[config.mk]
export PLATFORM = sky130hd
export DESIGN_NAME = tanh_lut_fetch_sequencer
export DESIGN_NICKNAME = d
export VERILOG_FILES = /design/src/rtl/tanh_lut_fetch_sequencer.sv
export SDC_FILE = /design/constraint.sdc
export NUM_CORES = 1
export LEC_CHECK = 0
export BUFFER_PORTS_ARGS = -buffer_cell sky130_fd_sc_hd__buf_2
export CORE_AREA = 2 2 69 55
export DETAILED_ROUTE_END_ITERATION = 10
export DIE_AREA = 0 0 71 57
export PLACE_DENSITY_LB_ADDON = 0.08
export SETUP_SLACK_MARGIN = 0.4
export SLEW_MARGIN = 20
export SYNTH_ARGS = -nofsm -noshare
export SYNTH_HDL_FRONTEND = slang
export SYNTH_SLANG_ARGS = --single-unit
[constraint.sdc]
create_clock -name clk -period 2.12 [get_ports clk]
set_input_delay 0.106 -clock clk [delete_from_list [all_inputs] [get_ports clk]]
set_output_delay 0.106 -clock clk [all_outputs]
set_load 0.01 [all_outputs]
[src/rtl/tanh_lut_fetch_sequencer.sv]
// tanh_lut_fetch_sequencer
// Front end of the piecewise-linear tanh unit: splits a signed fixed-point x into
// a table index and a fraction, fetches the two bracketing table entries from a
// single-port 1-cycle-latency ROM, and presents them to the interpolator.
// Timing: the accept cycle starts at edge T; the sampling edge is T+1; the result
// is visible from edge T+4. One result is produced every 4 cycles.
module tanh_lut_fetch_sequencer #(
    parameter int DATA_W = 8,
    parameter int FRAC_W = 4,
    parameter int IDX_W  = DATA_W - FRAC_W
) (
    input  logic              clk,
    input  logic              rst,
    input  logic              in_valid,
    output logic              in_ready,
    input  logic [DATA_W-1:0] x,
    output logic              rom_rd,
    output logic [IDX_W-1:0]  rom_addr,
    input  logic [DATA_W-1:0] rom_data,
    output logic              out_valid,
    input  logic              out_ready,
    output logic [DATA_W-1:0] base,
    output logic [DATA_W-1:0] next_data,
    output logic [DATA_W-1:0] remaining
);

    typedef enum logic [2:0] {
        ST_IDLE    = 3'd0,
        ST_RD_BASE = 3'd1,
        ST_RD_NEXT = 3'd2,
        ST_WAIT    = 3'd3,
        ST_VALID   = 3'd4
    } state_t;

    state_t              state_q, state_d;
    logic [IDX_W-1:0]    a0_q, a0_d;
    logic [IDX_W-1:0]    a1_q, a1_d;
    logic [FRAC_W-1:0]   frac_q, frac_d;
    logic                rom_rd_q, rom_rd_d;
    logic [IDX_W-1:0]    rom_addr_q, rom_addr_d;
    logic [DATA_W-1:0]   base_q, base_d;
    logic [DATA_W-1:0]   next_data_q, next_data_d;
    logic [DATA_W-1:0]   remaining_q, remaining_d;
    logic                out_valid_q, out_valid_d;
    logic [IDX_W-1:0]    split_a0_s;
    logic                accept_s;

    // Offset-binary index: flipping the sign bit maps -8..7 onto 0..15.
    assign split_a0_s = {~x[DATA_W-1], x[DATA_W-2:FRAC_W]};
    assign in_ready   = (state_q == ST_IDLE) | ((state_q == ST_VALID) & out_ready);
    assign accept_s   = in_valid & in_ready;

    // State register.
    always_ff @(posedge clk or posedge rst) begin
        if (rst) begin
            state_q <= ST_IDLE;
        end else begin
            state_q <= state_d;
        end
    end

    // Next-state logic: fixed four-cycle fetch, VALID holds until taken.
    always_comb begin
        state_d = state_q;
        case (state_q)
            ST_IDLE: begin
                if (in_valid) begin
                    state_d = ST_RD_BASE;
                end else begin
                    state_d = ST_IDLE;
                end
            end
            ST_RD_BASE: state_d = ST_RD_NEXT;
            ST_RD_NEXT: state_d = ST_WAIT;
            ST_WAIT:    state_d = ST_VALID;
            ST_VALID: begin
                if (out_ready & in_valid) begin
                    state_d = ST_RD_BASE;
                end else if (out_ready) begin
                    state_d = ST_IDLE;
                end else begin
                    state_d = ST_VALID;
                end
            end
            default: state_d = ST_IDLE;
        endcase
    end

    // Output/datapath next values: capture x on accept, drive ROM, latch returning words.
    always_comb begin
        a0_d        = a0_q;
        a1_d        = a1_q;
        frac_d      = frac_q;
        rom_addr_d  = rom_addr_q;
        base_d      = base_q;
        next_data_d = next_data_q;
        remaining_d = remaining_q;
        if (accept_s) begin
            a0_d   = split_a0_s;
            frac_d = x[FRAC_W-1:0];
            if (split_a0_s == {IDX_W{1'b1}}) begin
                a1_d = split_a0_s;
            end else begin
                a1_d = split_a0_s + IDX_W'(1);
            end
        end else begin
            a0_d = a0_q;
        end
        rom_rd_d    = (state_d == ST_RD_BASE) | (state_d == ST_RD_NEXT);
        out_valid_d = (state_d == ST_VALID);
        if (state_d == ST_RD_BASE) begin
            rom_addr_d = a0_d;
        end else if (state_d == ST_RD_NEXT) begin
            rom_addr_d = a1_q;
        end else begin
            rom_addr_d = rom_addr_q;
        end
        // Result registers only move while the fetch is in flight, so a
        // stalled VALID result stays put.
        if (state_q == ST_RD_NEXT) begin
            base_d      = rom_data;
            remaining_d = {{(DATA_W-FRAC_W){1'b0}}, frac_q};
        end else if (state_q == ST_WAIT) begin
            next_data_d = rom_data;
        end else begin
            base_d = base_q;
        end
    end

    // Datapath and registered outputs.
    always_ff @(posedge clk or posedge rst) begin
        if (rst) begin
            a0_q        <= {IDX_W{1'b0}};
            a1_q        <= {IDX_W{1'b0}};
            frac_q      <= {FRAC_W{1'b0}};
            rom_rd_q    <= 1'b0;
            rom_addr_q  <= {IDX_W{1'b0}};
            base_q      <= {DATA_W{1'b0}};
            next_data_q <= {DATA_W{1'b0}};
            remaining_q <= {DATA_W{1'b0}};
            out_valid_q <= 1'b0;
        end else begin
            a0_q        <= a0_d;
            a1_q        <= a1_d;
            frac_q      <= frac_d;
            rom_rd_q    <= rom_rd_d;
            rom_addr_q  <= rom_addr_d;
            base_q      <= base_d;
            next_data_q <= next_data_d;
            remaining_q <= remaining_d;
            out_valid_q <= out_valid_d;
        end
    end

    assign rom_rd    = rom_rd_q;
    assign rom_addr  = rom_addr_q;
    assign base      = base_q;
    assign next_data = next_data_q;
    assign remaining = remaining_q;
    assign out_valid = out_valid_q;

endmodule
# Word-level counts from Yosys, hierarchy flattened

Cells that the tools add are included.

Bits of input ports: 20
Logic and storage cells: 37
Output and inout port bits: 31
Flip-flop bits (word level): 41

Mux-type cells: 8
Equality and inequality tests: 8
Reduce and logical (&&, ||, !) cells: 3
Add/subtract/negate cells: 1
Bitwise operators: 7

Operators with widths:

| operator              | number |
|---|---|
| $mux W4               | 4 |
| $pmux W3 S5           | 1 |
| $eq A3 B2 Y1 const B  | 3 |
| $eq A3 B1 Y1 const B  | 2 |
| $eq A3 B3 Y1 const B  | 2 |
| $mux W3               | 2 |
| $add A4 B1 Y4 const B | 1 |
| $eq A4 B4 Y1 const B  | 1 |
| $and A1 B1 Y1         | 3 |
| $logic_not A3 Y1      | 1 |
| $not A1 Y1            | 2 |
| $or A1 B1 Y1          | 2 |
| $reduce_and A2 Y1     | 1 |
| $reduce_bool A2 Y1    | 1 |
| $mux W1               | 1 |

# Logic depth before layout (Yosys ltp)

Gate-level depths: netlist of the first run.

Depth after elaboration: 6
Depth in mapped cells: 6
Mapped depth without buffers: 4

# Least setup slack after synthesis of the first run

OpenSTA, ideal clock, no wires.

Path type: register to register
From: reg state_q[0]
To: reg base_q[0] (netlist: base[0])
Period minus slack after synthesis: 1487 ps
Required time: 1995 ps
Stages on the path, launching flop included: 5
Buffers on the path: 2
Data arrival time: 1362 ps
Slack: 633 ps
Library setup time: 125 ps
Path through: dfrtp_1 buf_2 nor3b_1 buf_4 mux2_2

Longest elaborated chain between the ends: 1

RTL lines:

| item                   | RTL line | source |
|---|---|---|
| start, declared        | 35       | `state_t state_q, state_d;` |
| start signal, assigned | 58       | `state_q <= state_d;` |
| $eq A3 B2 Y1           | 120      | `if (state_q == ST_RD_NEXT) begin` |
| end signal, assigned   | 138      | `base_q <= {DATA_W{1'b0}};` |
| end signal, assigned   | 148      | `base_q <= base_d;` |
| end, declared          | 41       | `logic [DATA_W-1:0] base_q, base_d;` |

No other way between the ends.
A chain may end at the register's enable or synchronous reset.

# Worst setup path in the final report of the first run

From: reg state_q[0]
To: reg next_data_q[3] (netlist: next_data[3])

Longest elaborated chain between the ends: 3
Elaborated cells between the ends (all ways): 4
Those cells by class: 2 x eq/ne; 1 x bitwise; 1 x reduce/logical

RTL lines:

| item                          | RTL line | source |
|---|---|---|
| $eq A3 B2 Y1                  | 120      |  |
| $not A1 Y1 (no line)          | --       |  |
| $reduce_and A2 Y1 (no line) * | --       |  |
| end signal, assigned          | 139      | `next_data_q <= {DATA_W{1'b0}};` |
| end signal, assigned          | 149      | `next_data_q <= next_data_d;` |
| end, declared                 | 42       | `logic [DATA_W-1:0] next_data_q, next_data_d;` |

Mark *: on every way between the ends. The rest lies on a longest branch, timed or not.

==> impl_metrics.ini, run 1 <==
[floorplan]
dieArea_um2 = 4050
die_y_um = 57
rows = 19
initial_core_util = 0.456
core_area_um2 = 3450
fp.dieW_um = 71
ios = 51

[timing]
period_share = 0.736
min_period_ps = 1560
max_freq_ghz = 0.641
setup_viol = 0
drv_slew = 0
worstMarginPinSlew_ps = 596
rsz0062_at_grt = no
fin_tns_setup_ps = 0
maxSlewHeadroom = 0.602
finalHoldViolCount = 0
fin_worst_skew_ps = 5.88

[route]
wl_per_cell_um = 14.1
vias_per_cell = 4.95
drc_errors = 0
first_pass_iters = 4
routed_wl_um = 2910
drtAntennaViolNets = 0
num_vias = 1019
dr.first_iter.drc_count = 49

[synth]
ys_warn_count = 0
synth-seq-cells = 37
ys_types = 26
synth_edf_count = 0
ys_async_sr_fraction = 1.00
synth_cells = 113
syn_area_per_cell_um2 = 13.9
synth-main-ff-cell = dfrtp_1
yosysSeqAreaShare = 0.590
synth_area_um2 = 1570

[clock_tree]
clk_pin_slew_ps = 70
cts.sinks = 37
cts_tree = done
cts_htree_levels = 2
cts_root_buf = clkbuf_8
cts_made_buffers = 5
clock_path_buffers = 2
insertion_delay_ps = 290

[place]
post_dp_cell_area_um2 = 1810
hpwlAfterDp_um = 2120
dp.cells = 197
place_congestion = 0.876
portBuffers = 46

[run_status]
outcome = finished clean

[power_and_ir_drop]
power_switching_w = 0.00101
power.density_nw_per_um2 = 1570
p_comb_frac = 0.415
power_frac_seq = 0.431
clockPowerShare = 0.154
p_sw_frac = 0.339
p_leak_nw = 0.928
p_int_w = 0.00198
ir_drop_uv = 830

[finish]
mostFrequentLayoutCells = buf_2 (46), dfrtp_1 (37), mux2_2 (26)
syn_to_final_growth_pct = 21.5
fin_area_um2 = 1910
nNetsFinal = 184
final_layout_size_suffix_gt1_frac = 0.524
diodes = 0
final_common_cell = buf_2
fin_cells = 206

[setup_path]
worst_ep_required_time_ps = 2290
cp-end-kind = register
cp-startpoint = state_q[0]
crit-reg2reg-launch = state_q[0]
crit_arrival_ps = 1730
startpoint_type = register
worstSetupPathType = reg -> reg
path_max_fanout = 10

[global_route]
grt-ovfl-total = 0
antenna_found_initial = 0
grt_pass1_wl_um = 4940
grt_pass1_vias = 1044
grt_usage = 0.165
grt_max_degree = 38

[flow_run]
maxCapViolations = 0

[worst_hold_path]
hold_path_class = in -> reg
hp-start = x[1]
[repair_timing]
| action | in CTS | in global routing |
|---|---|---|
| hold buffers | 1 | 0 |
| setup endpoints to repair | 0 | 6 |
| hold endpoints to repair | 37 | 0 |
| gates resized for setup | 0 | 1 |
| buffers inserted | 0 | 0 |
[power groups by stage]
stage,clock [W],sequential [W],combinational (W)
finish,0.000459,0.00129,0.00124
floorplan,0,0.00136,0.000779
global route,0.000523,0.00134,0.00137
detailed placement,0,0.00130,0.00126
CTS,0.000473,0.00129,0.00126
global placement,0,0.00127,0.00123
[flip-flops by register name (all words and copies together), names as in the netlist]
register   count
remaining      4
a1_q           4
rom_addr       4
state_q        3
out_valid      1
base           8
rom_rd         1
frac_q         4
next_data      8
[layer usage]
layer,routed length (um),GRT usage
met5,0,0
met4,19,0.0485
met3,228,0.0742
met2,1290,0.246
met1,1370,0.220
[logic make-up (layout without fill, tap and decap cells)]
| logic type | after synthesis | in the layout | share of synthesized area |
|---|---|---|---|
| AOI/OAI and AO/OA | 11 | 11 | 0.0542 |
| xor gates and xnor gates | 2 | 2 | 0.0112 |
| adders and majority gates | 1 | 1 | 0.00797 |
| buffers and inverters | 14 | 62 | 0.0590 |
| DFF | 37 | 37 | 0.590 |
| muxes | 29 | 29 | 0.206 |
| other | 1 | 4 | 0.00239 |
| and+or+nand+nor | 18 | 18 | 0.0701 |
[per-stage QoR]
| stage | hold slack (ps) | power, W | setup WS, ps | utilization |
|---|---|---|---|---|
| after floorplan | 252 | 0.00214 | 633 | - |
| after global placement | 229 | 0.00250 | 517 | 0.526 |
| after detailed placement | 232 | 0.00256 | 453 | 0.526 |
| after CTS | 47.0 | 0.00303 | 434 | 0.553 |
| after global routing | 32.0 | 0.00323 | 473 | 0.554 |
| final | 49.6 | 0.00299 | 560 | 0.554 |
[critical path: stages, from the launching register on]
cell      delay [ps]
dfrtp_1          500
nand3b_1         490
mux2_2           450
[cells in the mapped netlist, types with 2 or more instances]
library cell	count	area, um^2
nor2_1	3	11.3
buf_2	2	10.0
o31ai_1	2	15.0
and2_1	5	31.3
dfrtp_1	37	926
a31oi_1	2	12.5
buf_4	6	45.0
nand3b_1	2	15.0
mux2_2	26	293
mux2i_1	3	30.0
inv_1	4	15.0
nor3b_1	2	15.0
buf_6	2	22.5
a221o_1	4	40.0
nand3_1	2	10.0
[final timing paths]
check | to | slack (ps) | depth (start not counted)
max | next_data[3] | 560 | 2
min | frac_q[1] | 50 | 2
max reg2reg | next_data[3] | 560 | 2
min reg2reg | base[0] | 500 | 1
max in group asynchronous | base[5] | 1340 | 4
min in group asynchronous | remaining[2] | 460 | 4
[final cells by class]
| cell class | instances | area (um^2) |
|---|---|---|
| inverters | 4 | 15.0 |
| repair buffers | 50 | 263 |
| flip-flops and latches | 37 | 926 |
| multi-input cells | 65 | 569 |
| clock buffers | 6 | 72.6 |
| well taps | 42 | 52.6 |
| clock inverters | 2 | 10.0 |
| fillers | 303 | 1540 |
(Power assumes the default switching activity.)
==> inputs of run 2 (changes only) <==
Settings changed: CORE_AREA 2 2 69 55 to 2 2 72 57, DIE_AREA 0 0 71 57 to 0 0 74 59.
Clock period 2.12 ns to 1.35 ns, I/O delays scaled along.
==> run 2 against run 1 <==
Net effect: clock-buffer cell count is 1 higher; largest power group is now combinational cells; via count grew 6.3%; sequential cell count unchanged; design area increased by 17%; maximum frequency up 16%; largest cell class unchanged; routed wire length rose by 13%.
==> impl_metrics.ini, run 2 (synthesis gave the netlist of run 1 again) <==
[timing]
fin_worst_skew_ps = 8.30
setup_viol = 0
period_share = 0.994
finalHoldViolCount = 0
min_period_ps = 1340
max_freq_ghz = 0.745
drv_slew = 0
final.setup.worst_slack_ps = 7.70
hold_ws_ps = 20.5
rsz0062_at_grt = yes

[floorplan]
dieArea_um2 = 4370
die_y_um = 59
fp.dieW_um = 74
ios = 51
core_area_um2 = 3590
initial_core_util = 0.437
rows = 19

[route]
first_pass_iters = 4
dr.first_iter.drc_count = 38
drc_errors = 0
wl_per_cell_um = 14.3
num_vias = 1083
drtAntennaViolNets = 0
vias_per_cell = 4.71
routed_wl_um = 3290

[finish]
syn_to_final_growth_pct = 42.4
ff_latch_area_um2 = 930
nNetsFinal = 198
fillCellCount = 287
final_layout_size_suffix_gt1_frac = 0.618
multi_input_area_um2 = 694
final_common_cell = buf_2
mostFrequentLayoutCells = buf_2 (46), dfrtp_1 (34), mux2_4 (15)
diodes = 0

[power_and_ir_drop]
ir_drop_uv = 1260
power.density_nw_per_um2 = 2590
p_leak_nw = 1.11

[global_route]
grt_usage = 0.162
grt_max_degree = 38
grt_pass1_vias = 1101
use_met2 = 0.279
grt_use_met1 = 0.196
grt.met3_usage = 0.0459
grt-ovfl-total = 0
grt.busiest_layer = met2
antenna_found_initial = 0
grt_pass1_wl_um = 5130

[flow_run]
maxCapViolations = 0

[clock_tree]
cts_made_buffers = 5
insertion_delay_ps = 280
cts_tree = done
clk_pin_slew_ps = 70
cts_htree_levels = 2
clock_path_buffers = 2
cts_root_buf = clkbuf_8
cts.sinks = 37

[setup_path]
r2r_cells = 4
startpoint_type = register
path_max_fanout = 4
slowest_delay_ps = 460
worst_ep_required_time_ps = 1520
critPathSlowestCell = dfrtp_2
worstSetupPathType = reg -> reg
cp-end-kind = register
crit_arrival_ps = 1510
cp-startpoint = state_q[0]
cp_cell_sequence = nor3b_2, buf_4, and2_1, a221o_1
crit-reg2reg-launch = state_q[0]

[place]
place_congestion = 0.765
hpwlAfterDp_um = 2190
post-place-ws_ps = -111
portBuffers = 46

[worst_hold_path]
hp-start = x[3]
hold_path_class = in -> reg
whs_path_depth = 2

[run_status]
outcome = finished clean
## run 2: per-stage QoR
step | setup TNS [ps] | area, um^2 | total power [W] | util | instances
floorplan | -255 | 1640 | 0.00352 | - | 116
global placement | -415 | 1940 | 0.00422 | 0.539 | 214
detailed placement | -773 | 1940 | 0.00431 | 0.539 | 214
CTS | -1.52 | 2180 | 0.00564 | 0.608 | 230
global route | -510 | 2240 | 0.00616 | 0.623 | 230
finish | 0 | 2240 | 0.00580 | 0.623 | 230
## run 2: timing repair
action,in CTS,in global routing
resized for setup,14,14
hold endpoints to repair,37,0
buffers inserted,7,0
pin swaps,4,8
hold buffers,1,0
endpoints found under the setup margin,37,38
## run 2: final cells by class
cell class | count | area share
Clock buffer | 7 | 0.0386
Clock inverter | 1 | 0.0134
Inverter | 4 | 0.00672
Multi-Input combinational cell | 65 | 0.311
Sequential cell | 37 | 0.416
Tap cell | 52 | 0.0291
Timing Repair Buffer | 64 | 0.186
## run 2: routing by layer
layer | routed length, um | vias to the layer above | part of all wire
li1 | - | 514 | -
met1 | 1380 | 534 | 0.42
met2 | 1700 | 28 | 0.52
met3 | 166 | 7 | 0.051
met4 | 43 | 0 | 0.013
met5 | 0 | - | 0
## run 2: critical path: cells and delay by family (launching register included)
family / cells / cell delay, ps
flops: 1 / 460
simple gates: 2 / 350
buf+inv: 1 / 150
compound gates: 1 / 270
## run 2: worst paths after layout
check,end,slack (ps)
min in group asynchronous,next_data[0],420
worst min register to register,base[2],500
worst max register to register,rom_addr[1],8
worst min-delay path,frac_q[3],20
worst max-delay path,rom_addr[1],8
max in group asynchronous,state_q[2],590
## run 2: report_power, final
part	internal [W]	leakage (nW)	switching (W)	total, W
sequential	0.00170	0.435	0.000359	0.00206
clock	0.000602	0.0585	0.000363	0.000965
combinational	0.00166	0.612	0.00112	0.00278
